[src/rtl/meta_flow_classifier_pkg.sv]
// Shared types for the flow classifier: parser metadata beat, rule record and
// the per-rule match function used by the classifier's match array.
package meta_flow_classifier_pkg;

  localparam int CLS_CLASS_W        = 4;
  localparam int CLS_FIFO_DEPTH_MIN = 2;

  typedef struct packed {
    logic [47:0] dst_mac;
    logic [47:0] src_mac;
    logic [15:0] ethertype;
  } eth_hdr_t;

  typedef struct packed {
    logic [7:0]  protocol;
    logic [31:0] src_ip;
    logic [31:0] dst_ip;
  } ipv4_hdr_t;

  typedef struct packed {
    eth_hdr_t  eth_hdr;
    logic      is_ipv4;
    ipv4_hdr_t ipv4_hdr;
  } parsed_metadata_t;

  typedef struct packed {
    logic                   valid;
    logic                   et_en;
    logic [15:0]            ethertype;
    logic                   pr_en;
    logic [7:0]             proto;
    logic                   ip_en;
    logic [31:0]            dst_ip;
    logic [31:0]            dst_mask;
    logic [CLS_CLASS_W-1:0] cls_id;
  } class_rule_t;

  // L3 criteria only match real IPv4 frames; a disabled criterion always passes.
  function automatic logic rule_hit(input class_rule_t r, input parsed_metadata_t m);
    logic et_ok;
    logic pr_ok;
    logic ip_ok;
    et_ok = !r.et_en || (m.eth_hdr.ethertype == r.ethertype);
    pr_ok = !r.pr_en || (m.is_ipv4 && (m.ipv4_hdr.protocol == r.proto));
    ip_ok = !r.ip_en ||
            (m.is_ipv4 && ((m.ipv4_hdr.dst_ip & r.dst_mask) == (r.dst_ip & r.dst_mask)));
    return r.valid && et_ok && pr_ok && ip_ok;
  endfunction

endpackage

[src/rtl/meta_flow_classifier_if.sv]
// Classification result stream. Handshake: a beat transfers on a rising clock
// edge where m_cls_valid && m_cls_ready; the master holds every m_cls_* field
// stable while m_cls_valid && !m_cls_ready and never drops valid before transfer.
interface meta_flow_classifier_if import meta_flow_classifier_pkg::*; #(
  parameter  int NUM_RULES = 8,
  parameter  int CLASS_W   = CLS_CLASS_W,
  localparam int IDX_W     = (NUM_RULES > 1) ? $clog2(NUM_RULES) : 1
) ();

  logic               m_cls_valid;
  logic               m_cls_ready;
  logic [CLASS_W-1:0] m_cls_class;
  logic               m_cls_hit;
  logic [IDX_W-1:0]   m_cls_rule_idx;
  parsed_metadata_t   m_cls_meta;

  modport master (
    output m_cls_valid, m_cls_class, m_cls_hit, m_cls_rule_idx, m_cls_meta,
    input  m_cls_ready
  );

  modport slave (
    input  m_cls_valid, m_cls_class, m_cls_hit, m_cls_rule_idx, m_cls_meta,
    output m_cls_ready
  );

endinterface

[src/rtl/meta_flow_classifier_fifo.sv]
// meta_sync_fifo: small synchronous FIFO; dout is the head storage register, so
// the popping stage sees the head word in the same cycle it pops it.
module meta_sync_fifo #(
  parameter int WIDTH = 8,
  parameter int DEPTH = 4
) (
  input  logic             clk,
  input  logic             rst,
  input  logic             push,
  input  logic             pop,
  input  logic [WIDTH-1:0] din,
  output logic [WIDTH-1:0] dout,
  output logic             full,
  output logic             empty
);

  localparam int AW = (DEPTH > 1) ? $clog2(DEPTH) : 1;

  logic [WIDTH-1:0] mem [DEPTH];
  logic [AW:0]      wr_ptr;
  logic [AW:0]      rd_ptr;
  logic             do_push;
  logic             do_pop;

  // Extra pointer bit distinguishes full from empty when the indices coincide.
  assign empty   = (wr_ptr == rd_ptr);
  assign full    = (wr_ptr[AW] != rd_ptr[AW]) && (wr_ptr[AW-1:0] == rd_ptr[AW-1:0]);
  assign do_pop  = pop && !empty;
  assign do_push = push && (!full || do_pop);
  assign dout    = mem[rd_ptr[AW-1:0]];

  always_ff @(posedge clk or posedge rst) begin
    if (rst) begin
      wr_ptr <= '0;
      rd_ptr <= '0;
    end else begin
      if (do_push) wr_ptr <= wr_ptr + 1'b1;
      if (do_pop)  rd_ptr <= rd_ptr + 1'b1;
    end
  end

  always_ff @(posedge clk) begin
    if (do_push) mem[wr_ptr[AW-1:0]] <= din;
  end

endmodule

[src/rtl/meta_flow_classifier.sv]
// Flow classifier: buffers parser metadata, matches it against a rule table and
// streams class/rule/metadata results. CLASSIFIER_STATS_EN adds per-rule hit counters.
module meta_flow_classifier import meta_flow_classifier_pkg::*; #(
  parameter  int NUM_RULES     = 8,
  parameter  int FIFO_DEPTH    = 4,
  parameter  int CLASS_W       = CLS_CLASS_W,
  parameter  int DEFAULT_CLASS = 0,
  localparam int IDX_W         = (NUM_RULES > 1) ? $clog2(NUM_RULES) : 1
) (
  input  logic                  aclk,
  input  logic                  areset,
  input  parsed_metadata_t      metadata,
  input  logic                  meta_valid,
  input  logic                  cfg_we,
  input  logic [IDX_W-1:0]      cfg_idx,
  input  class_rule_t           cfg_rule,
  meta_flow_classifier_if.master cls,
  output logic [15:0]           drop_cnt
`ifdef CLASSIFIER_STATS_EN
  ,
  input  logic [IDX_W-1:0]      stat_idx,
  output logic [31:0]           stat_hits
`endif
);

  localparam int DEPTH_EFF = (FIFO_DEPTH < CLS_FIFO_DEPTH_MIN) ? CLS_FIFO_DEPTH_MIN : FIFO_DEPTH;
  localparam int META_W    = $bits(parsed_metadata_t);

  class_rule_t        rules [NUM_RULES];
  logic [META_W-1:0]  fifo_dout;
  parsed_metadata_t   head;
  logic               fifo_full;
  logic               fifo_empty;
  logic               fifo_push;
  logic               fifo_pop;
  logic [NUM_RULES-1:0] hit_now;

  logic                 s1_valid;
  parsed_metadata_t     s1_meta;
  logic [NUM_RULES-1:0] s1_hits;
  logic [CLASS_W-1:0]   s1_cls [NUM_RULES];
  logic                 s1_load;

  logic                 out_valid;
  logic [CLASS_W-1:0]   out_class;
  logic                 out_hit;
  logic [IDX_W-1:0]     out_idx;
  parsed_metadata_t     out_meta;
  logic                 out_load;
  logic                 out_fire;

  logic                 enc_hit;
  logic [IDX_W-1:0]     enc_idx;
  logic [CLASS_W-1:0]   enc_class;

  // Backpressure ripples output -> S1 -> FIFO; the parser side cannot stall.
  assign out_fire  = out_valid && cls.m_cls_ready;
  assign out_load  = !out_valid || cls.m_cls_ready;
  assign s1_load   = !s1_valid || out_load;
  assign fifo_pop  = !fifo_empty && s1_load;
  assign fifo_push = meta_valid && (!fifo_full || fifo_pop);
  assign head      = parsed_metadata_t'(fifo_dout);

  meta_sync_fifo #(
    .WIDTH (META_W),
    .DEPTH (DEPTH_EFF)
  ) u_fifo (
    .clk   (aclk),
    .rst   (areset),
    .push  (fifo_push),
    .pop   (fifo_pop),
    .din   (META_W'(metadata)),
    .dout  (fifo_dout),
    .full  (fifo_full),
    .empty (fifo_empty)
  );

  always_ff @(posedge aclk or posedge areset) begin
    if (areset) begin
      for (int i = 0; i < NUM_RULES; i++) rules[i] <= '0;
    end else if (cfg_we) begin
      rules[cfg_idx] <= cfg_rule;
    end
  end

  always_comb begin
    hit_now = '0;
    for (int i = 0; i < NUM_RULES; i++) hit_now[i] = rule_hit(rules[i], head);
  end

  // S1 snapshots both hits and class IDs so a later table write cannot alter it.
  always_ff @(posedge aclk or posedge areset) begin
    if (areset) begin
      s1_valid <= 1'b0;
      s1_meta  <= '0;
      s1_hits  <= '0;
      for (int i = 0; i < NUM_RULES; i++) s1_cls[i] <= '0;
    end else if (s1_load) begin
      s1_valid <= fifo_pop;
      if (fifo_pop) begin
        s1_meta <= head;
        s1_hits <= hit_now;
        for (int i = 0; i < NUM_RULES; i++) s1_cls[i] <= CLASS_W'(rules[i].cls_id);
      end
    end
  end

  // Descending scan so the lowest matching index is the last (winning) assignment.
  always_comb begin
    enc_hit   = 1'b0;
    enc_idx   = '0;
    enc_class = CLASS_W'(DEFAULT_CLASS);
    for (int i = NUM_RULES - 1; i >= 0; i--) begin
      if (s1_hits[i]) begin
        enc_hit   = 1'b1;
        enc_idx   = IDX_W'(i);
        enc_class = s1_cls[i];
      end
    end
  end

  always_ff @(posedge aclk or posedge areset) begin
    if (areset) begin
      out_valid <= 1'b0;
      out_class <= '0;
      out_hit   <= 1'b0;
      out_idx   <= '0;
      out_meta  <= '0;
    end else if (out_load) begin
      out_valid <= s1_valid;
      if (s1_valid) begin
        out_class <= enc_class;
        out_hit   <= enc_hit;
        out_idx   <= enc_idx;
        out_meta  <= s1_meta;
      end
    end
  end

  assign cls.m_cls_valid    = out_valid;
  assign cls.m_cls_class    = out_class;
  assign cls.m_cls_hit      = out_hit;
  assign cls.m_cls_rule_idx = out_idx;
  assign cls.m_cls_meta     = out_meta;

  always_ff @(posedge aclk or posedge areset) begin
    if (areset) begin
      drop_cnt <= '0;
    end else if (meta_valid && fifo_full && !fifo_pop && (drop_cnt != 16'hFFFF)) begin
      drop_cnt <= drop_cnt + 16'd1;
    end
  end

`ifdef CLASSIFIER_STATS_EN
  logic [31:0] hit_cnt [NUM_RULES];

  // Rewriting a rule restarts its count; the clear wins over a same-cycle hit.
  always_ff @(posedge aclk or posedge areset) begin
    if (areset) begin
      for (int i = 0; i < NUM_RULES; i++) hit_cnt[i] <= '0;
      stat_hits <= '0;
    end else begin
      for (int i = 0; i < NUM_RULES; i++) begin
        if (cfg_we && (cfg_idx == IDX_W'(i))) begin
          hit_cnt[i] <= '0;
        end else if (out_fire && out_hit && (out_idx == IDX_W'(i)) && (hit_cnt[i] != 32'hFFFF_FFFF)) begin
          hit_cnt[i] <= hit_cnt[i] + 32'd1;
        end
      end
      stat_hits <= hit_cnt[stat_idx];
    end
  end
`endif

endmodule

[src/flat_wrapper.sv]
// flat-port wrapper written by rule: the top's interface ports become plain ports
module meta_flow_classifier_flat import meta_flow_classifier_pkg::*;
#(
  parameter  int NUM_RULES     = 8,
  parameter  int FIFO_DEPTH    = 4,
  parameter  int CLASS_W       = CLS_CLASS_W,
  parameter  int DEFAULT_CLASS = 0,
  localparam int IDX_W         = (NUM_RULES > 1) ? $clog2(NUM_RULES) : 1
)
  (aclk, areset, metadata, meta_valid, cfg_we, cfg_idx, cfg_rule, drop_cnt, cls_m_cls_valid, cls_m_cls_class, cls_m_cls_hit, cls_m_cls_rule_idx, cls_m_cls_meta, cls_m_cls_ready);
  meta_flow_classifier_if #(.NUM_RULES(NUM_RULES), .CLASS_W(CLASS_W)) cls_i ();
  input  logic aclk;
  input  logic areset;
  input  parsed_metadata_t metadata;
  input  logic meta_valid;
  input  logic cfg_we;
  input  logic [IDX_W-1:0] cfg_idx;
  input  class_rule_t cfg_rule;
  output logic [15:0] drop_cnt;
  output wire logic [$bits(cls_i.m_cls_valid)-1:0] cls_m_cls_valid;
  output wire logic [$bits(cls_i.m_cls_class)-1:0] cls_m_cls_class;
  output wire logic [$bits(cls_i.m_cls_hit)-1:0] cls_m_cls_hit;
  output wire logic [$bits(cls_i.m_cls_rule_idx)-1:0] cls_m_cls_rule_idx;
  output wire logic [$bits(cls_i.m_cls_meta)-1:0] cls_m_cls_meta;
  input wire logic [$bits(cls_i.m_cls_ready)-1:0] cls_m_cls_ready;
  assign cls_m_cls_valid = cls_i.m_cls_valid;
  assign cls_m_cls_class = cls_i.m_cls_class;
  assign cls_m_cls_hit = cls_i.m_cls_hit;
  assign cls_m_cls_rule_idx = cls_i.m_cls_rule_idx;
  assign cls_m_cls_meta = cls_i.m_cls_meta;
  assign cls_i.m_cls_ready = cls_m_cls_ready;
  meta_flow_classifier #(.NUM_RULES(NUM_RULES), .FIFO_DEPTH(FIFO_DEPTH), .CLASS_W(CLASS_W), .DEFAULT_CLASS(DEFAULT_CLASS)) u_core (.aclk(aclk), .areset(areset), .metadata(metadata), .meta_valid(meta_valid), .cfg_we(cfg_we), .cfg_idx(cfg_idx), .cfg_rule(cfg_rule), .cls(cls_i), .drop_cnt(drop_cnt));
endmodule
[config.mk]
export PLATFORM = sky130hd
export DESIGN_NAME = meta_flow_classifier_flat
export DESIGN_NICKNAME = d
export VERILOG_FILES = /design/src/rtl/meta_flow_classifier_pkg.sv /design/src/rtl/meta_flow_classifier_if.sv /design/src/rtl/meta_flow_classifier_fifo.sv /design/src/rtl/meta_flow_classifier.sv /design/src/flat_wrapper.sv
export SDC_FILE = /design/constraint.sdc
export NUM_CORES = 2
export LEC_CHECK = 0
export ABC_AREA = 1
export CORE_ASPECT_RATIO = 1.2
export CORE_MARGIN = 2
export CORE_UTILIZATION = 48
export CTS_CLUSTER_DIAMETER = 120
export DETAILED_ROUTE_END_ITERATION = 12
export PLACE_DENSITY = 0.67
export SLEW_MARGIN = 10
export SYNTH_ARGS = -nofsm -noshare
export SYNTH_HDL_FRONTEND = slang
export SYNTH_SLANG_ARGS = --single-unit
[constraint.sdc]
create_clock -name aclk -period 54.3 [get_ports aclk]
set_input_delay 8.145 -clock aclk [delete_from_list [all_inputs] [get_ports aclk]]
set_output_delay 8.145 -clock aclk [all_outputs]
set_load 0.01 [all_outputs]
# After elaboration in Yosys (flattened, before gate mapping)
# Memory sizes are Yosys's and may differ from the RTL's.
# Cells that the tools add are included.
[word_totals]
register_bits = 1210
ram_bits = 740
output_inout_bits = 210
elab_cells = 291
memories = 1
[mem_list]
columns = ["memory", "depth", "word_bits", "rd", "rd_clocked_by_memory_dff", "write_ports", "line_no", "source"]
rows = [
  ["u_core.u_fifo.mem", 4, 185, 1, 0, 1, "meta_flow_classifier_fifo.sv:19", "logic [WIDTH-1:0] mem [DEPTH];"],
]
[op_classes]
addsub = 3
magnitude_cmp = 2
eq_ne = 28
muxes = 29
n_bitwise = 17
reduce_logical = 108
[op_table]
columns = ["cell", "count"]
rows = [
  ["$bwmux W768", 1],
  ["$and A32 B32 Y32", 16],
  ["$demux W96 S3", 1],
  ["$eq A32 B32 Y1", 8],
  ["$eq A16 B16 Y1", 8],
  ["$mux W96", 1],
  ["$eq A8 B8 Y1", 8],
  ["$logic_and A1 B1 Y1", 49],
  ["$mux W4", 8],
  ["$logic_not A1 Y1", 29],
  ["$logic_or A1 B1 Y1", 28],
  ["$mux W3", 8],
  ["$add A16 B1 Y16 const B", 1],
  ["$ne A16 B16 Y1 const B", 1],
  ["$mux W1", 10],
  ["$add A3 B1 Y3 const B", 2],
  ["$ge A4 B4 Y1 const B", 1],
  ["$lt A4 B1 Y1 const B", 1],
  ["$not A3 Y4", 1],
  ["$reduce_and A2 Y1", 2],
  ["$eq A3 B3 Y1", 1],
  ["$eq A2 B2 Y1", 1],
  ["$ne A1 B1 Y1", 1],
]

# Logic depth before layout (Yosys ltp)
[logic_depth]
ltp_word = 9
depth_mapped = 18
depth_no_buf = 16

# Cells and area by module
# From an unflattened synthesis, not the netlist that was laid out.
[hier_totals]
hier_cells = 8119
hier_area_um2 = 79802.8
[modules_own_cells]
columns = ["module", "n_inst", "cells_per_inst", "area_each_um2", "seq_area_each_um2"]
rows = [
  ["meta_flow_classifier", 1, 6269, 52141.3, 30128.9],
  ["meta_sync_fifo", 1, 1850, 27661.5, 22371.5],
]

# Worst setup path after synthesis
# No wires, ideal clock.
[synth_timing]
kind = "in2reg"
startpoint = "input port cls_m_cls_ready"
endpoint = "memory u_core.u_fifo.mem[3][0] (netlist bit), enable pin"
arrival_ps = 16329
required_ps = 53563
slack_ps = 37234
path_stages = 6
n_path_buf = 0
path_cell_list = "inv_1 > nand3_1 > nor2_1 > nand3_1 > nand2_1 > nor2_1"
[synth_between]
elab_chain_len = 8
word_cells_on_any_way = 10
classes_between = "mux: 2; reduce/logical: 8"
[synth_lines]
columns = ["item", "line_no", "source"]
rows = [
  ["from (decl)", "flat_wrapper.sv:25", "input wire logic [$bits(cls_i.m_cls_ready)-1:0] cls_m_cls_ready;"],
  ["$logic_or A1 B1 Y1 (*)", "meta_flow_classifier.sv:58", "assign out_load = !out_valid || cls.m_cls_ready;"],
  ["$logic_or A1 B1 Y1 (*)", "meta_flow_classifier.sv:59", "assign s1_load = !s1_valid || out_load;"],
  ["$logic_and A1 B1 Y1 (*)", "meta_flow_classifier.sv:60", "assign fifo_pop = !fifo_empty && s1_load;"],
  ["$logic_or A1 B1 Y1 or $logic_and A1 B1 Y1 (tied branches)", "meta_flow_classifier.sv:61, meta_flow_classifier_fifo.sv:28", ""],
  ["$logic_and A1 B1 Y1 or $logic_or A1 B1 Y1 (tied branches)", "meta_flow_classifier.sv:61, meta_flow_classifier_fifo.sv:29", ""],
  ["$logic_and A1 B1 Y1 (*)", "meta_flow_classifier_fifo.sv:29", "assign do_push = push && (!full || do_pop);"],
  ["$mux W1 (*)", "meta_flow_classifier_fifo.sv:43", "if (do_push) mem[wr_ptr[AW-1:0]] <= din;"],
  ["$mux W1 (not written as such) (*)", "meta_flow_classifier_fifo.sv:43", ""],
  ["to (decl)", "meta_flow_classifier_fifo.sv:19", ""],
]
# Mark *: on every way between the ends. The rest lies on a longest branch, timed or not.

==> results.sh <==
export IMPL_status="finished, final reports clean"
export IMPL_grt_pass1_wl_um=329000
export IMPL_synth_most_common_cell="nand2_1"
export IMPL_htreeDepth=4
export IMPL_vias=58900
export IMPL_dieWidth_um=378
export IMPL_antenna_left=0
export IMPL_timing_rr_start="u_core.u_fifo.rd_ptr[1]"
export IMPL_grt_pass1_vias=56500
export IMPL_wl_um=214000
export IMPL_crit_path_end_kind="asynchronous set/reset pin"
export IMPL_synthFlopType="dfrtp_1"
export IMPL_synth_common_cells="nand2_1, dfrtp_1, o21ai_0"
export IMPL_drt_iter0_markers=5335
export IMPL_io_pins=499
export IMPL_cts_buffers_inserted=189
export IMPL_grt_antenna_before_repair=61
export IMPL_ys_ff_latch=1950
export IMPL_routedWlPerCell_um=19.6
export IMPL_start_kind="primary input"
export IMPL_cp_arrival_ns=13.86
export IMPL_worstHoldPathCells=2
export IMPL_cts_tree="yes"
export IMPL_cts_sink_count=1950
export IMPL_critPathRequiredTime_ns=55.17
export IMPL_crit_fanout=118
export IMPL_synth_area_leaders="dfrtp_1, edfxtp_1, nand2_1, o21ai_0, nor2_1"
export IMPL_fin_crit_sh_pct=23.9
export IMPL_viasPerCell=5.40
export IMPL_hpwl_um=136000
export IMPL_synth_seq_area_share_pct=65.1
export IMPL_cts_hold_fix_buffers=0
export IMPL_core_area_um2=167000
export IMPL_worst_setup_path_type="primary input to asynchronous set/reset pin"
export IMPL_fin_crit_ns=12.99
export IMPL_clk_path_buf_depth=3
export IMPL_yosys_area_top_type="dfrtp_1"
export IMPL_hold_path_startpoint="u_core.s1_meta[73]"
export IMPL_avgSynthCellArea_um2=9.89
export IMPL_hold_viol=0
export IMPL_slew_headroom_pct=21.1
export IMPL_syn_area_um2=80600
export IMPL_drv_slew=0
export IMPL_ir_drop_mv=0.0530
export IMPL_start_util_pct=48.4
export IMPL_track_usage_pct=25.0
export IMPL_synthArstFlopShare_pct=62.1
export IMPL_gp_congestion=0.843
export IMPL_hold_end="u_core.cls.m_cls_meta[73]"
export IMPL_pre_cts_slack_ns=40.18
export IMPL_rows=164
export IMPL_tns_ns=0
export IMPL_nNetsFinal=8787
export IMPL_cts_setup_buffers=0
export IMPL_fp_dieH_um=453
export IMPL_port_buffers=498
export IMPL_grt_max_degree=192
export IMPL_fp_dieArea_um2=171000
export IMPL_synth_top_area_share_pct=37.5
export IMPL_synth_edf_count=740
export IMPL_grt_setup_unrepaired="no"
export IMPL_r2r_cells=7
export IMPL_maxClockFrequency_mhz=77.0
export IMPL_pwr_density_cell_nw_per_um2=57.1
export IMPL_cts_root_buf="clkbuf_16"
export IMPL_ys_warn_count=0
export IMPL_setup_slack_ns=41.31
export IMPL_syn_nets=8448
export IMPL_area_growth_pct=16.5
export IMPL_max_slew_worst_pin_slew_ns=1.18
export IMPL_drive_gt1_share_pct=6.20
export IMPL_drc=0
export IMPL_finClkSkew_ns=0.0591
export IMPL_dr_pass1_iters=6
export IMPL_path_clk_slew_ns=0.06
export IMPL_crit_reg2reg_capture="u_core.u_fifo.mem[1][173]"
export IMPL_power_leakage_nw=40.2
export IMPL_cts_resized=0
export IMPL_clock_latency_ns=0.85
export IMPL_overflow=0
export IMPL_finalSetupViolCount=0
export IMPL_holdCritPathClass="flop to flop"
export IMPL_yosysUniqueCellTypes=37
export IMPL_syn_inst=8153
export IMPL_cap_violations=0
export IMPL_worst_r2r_setup_slack_ns=49.43
==> per-stage QoR <==
| step | cell area, um^2 | util [%] | power, W | std cells | hold slack (ns) |
|---|---|---|---|---|---|
| floorplan | 80600 | - | 0.00338 | 8153 | 0.442 |
| global placement | 87300 | 52.4 | 0.00395 | 10500 | 0.451 |
| detailed placement | 87300 | 52.4 | 0.00401 | 10500 | 0.457 |
| CTS | 93900 | 56.4 | 0.00540 | 10900 | 0.472 |
| global route | 94000 | 56.4 | 0.00571 | 10900 | 0.499 |
| finish | 94000 | 56.4 | 0.00536 | 10900 | 0.471 |
==> flip-flops by register name, summed over array words and instances, names as in the netlist, 4 cells and up <==
signal and cells:
u_core.drop_cnt 16, u_core.s1_meta 185, u_core.s1_hits 8, u_core.u_fifo.mem 740, u_core.cls.m_cls_meta 185, u_core.s1_cls 32, u_core.cls.m_cls_class 4, u_core.rules 768
==> routing by layer <==
metal,vias to the layer above,global-route usage (%),wire (um)
met5,-,0,490
met4,74,7.80,6070
li1,27800,-,-
met1,28900,33.6,91000
met2,1710,40.1,101000
met3,408,5.94,15900
==> cell families (layout without fill, tap and decap cells) <==
logic type / after synthesis / after routing / synth area share [%]
AO/OA/AOI/OAI: 1698 / 1698 / 10.8
XOR/XNOR: 65 / 65 / 0.706
adder cells (fa/ha/maj): 6 / 6 / 0.0931
buffers and inverters: 960 / 1468 / 4.83
flip-flops: 1950 / 1950 / 65.1
multiplexers: 22 / 22 / 0.307
other: 0 / 11 / 0
AND/OR/NAND/NOR: 3452 / 3452 / 18.2
==> power by group <==
group	total, W	leakage, nW	internal [W]	switching (W)
Sequential	0.00214	21.6	0.00194	0.000199
Clock	0.00138	3.24	0.000805	0.000578
Combinational	0.00184	15.3	0.000608	0.00124
==> worst max-delay path, stage by stage <==
cell,delay [ns]
clkdlybuf4s50_1,0.49
inv_8,0.55
buf_4,0.72
buf_4,0.77
buf_4,0.84
buf_4,0.68
buf_4,0.65
buf_4,0.71
==> cell usage in the layout, fill, tap and decap left out, drive strengths merged, types with 10 or more instances in the layout <==
| cell | n |
|---|---|
| nand3b | 90 |
| bufinv | 20 |
| edfxtp | 740 |
| nor2 | 696 |
| o22ai | 128 |
| nand2 | 2073 |
| dfrtp | 1210 |
| inv | 557 |
| clkinv | 52 |
| clkdlybuf4s50 | 498 |
| buf | 59 |
| clkbuf | 275 |
| nand4 | 10 |
| nand3 | 568 |
| xnor2 | 21 |
| diode | 11 |
| o21ai | 1289 |
| mux2 | 22 |
| a21oi | 266 |
| xor2 | 44 |
==> worst max path at each step <==
stage	start	endpoint	depth (start not counted)
2_1_floorplan	areset	u_core.cls.m_cls_class[0]	1
3_3_place_gp	areset	u_core.cls.m_cls_meta[171]	8
3_5_place_dp	areset	u_core.cls.m_cls_meta[173]	8
4_1_cts	areset	u_core.cls.m_cls_meta[171]	8
5_1_grt	areset	u_core.cls.m_cls_meta[152]	8
6_report	areset	u_core.cls.m_cls_meta[90]	8
==> cell type report <==
type,count,area (um^2)
Tap cell,2241,2800
Antenna cell,11,27.5
Clock buffer,275,5490
Fill cell,14400,72700
Multi-Input combinational cell,5243,24400
Clock inverter,85,1170
Timing Repair Buffer,557,5520
Inverter,551,2090
Sequential cell,1950,52500
(Power assumes the default switching activity.)
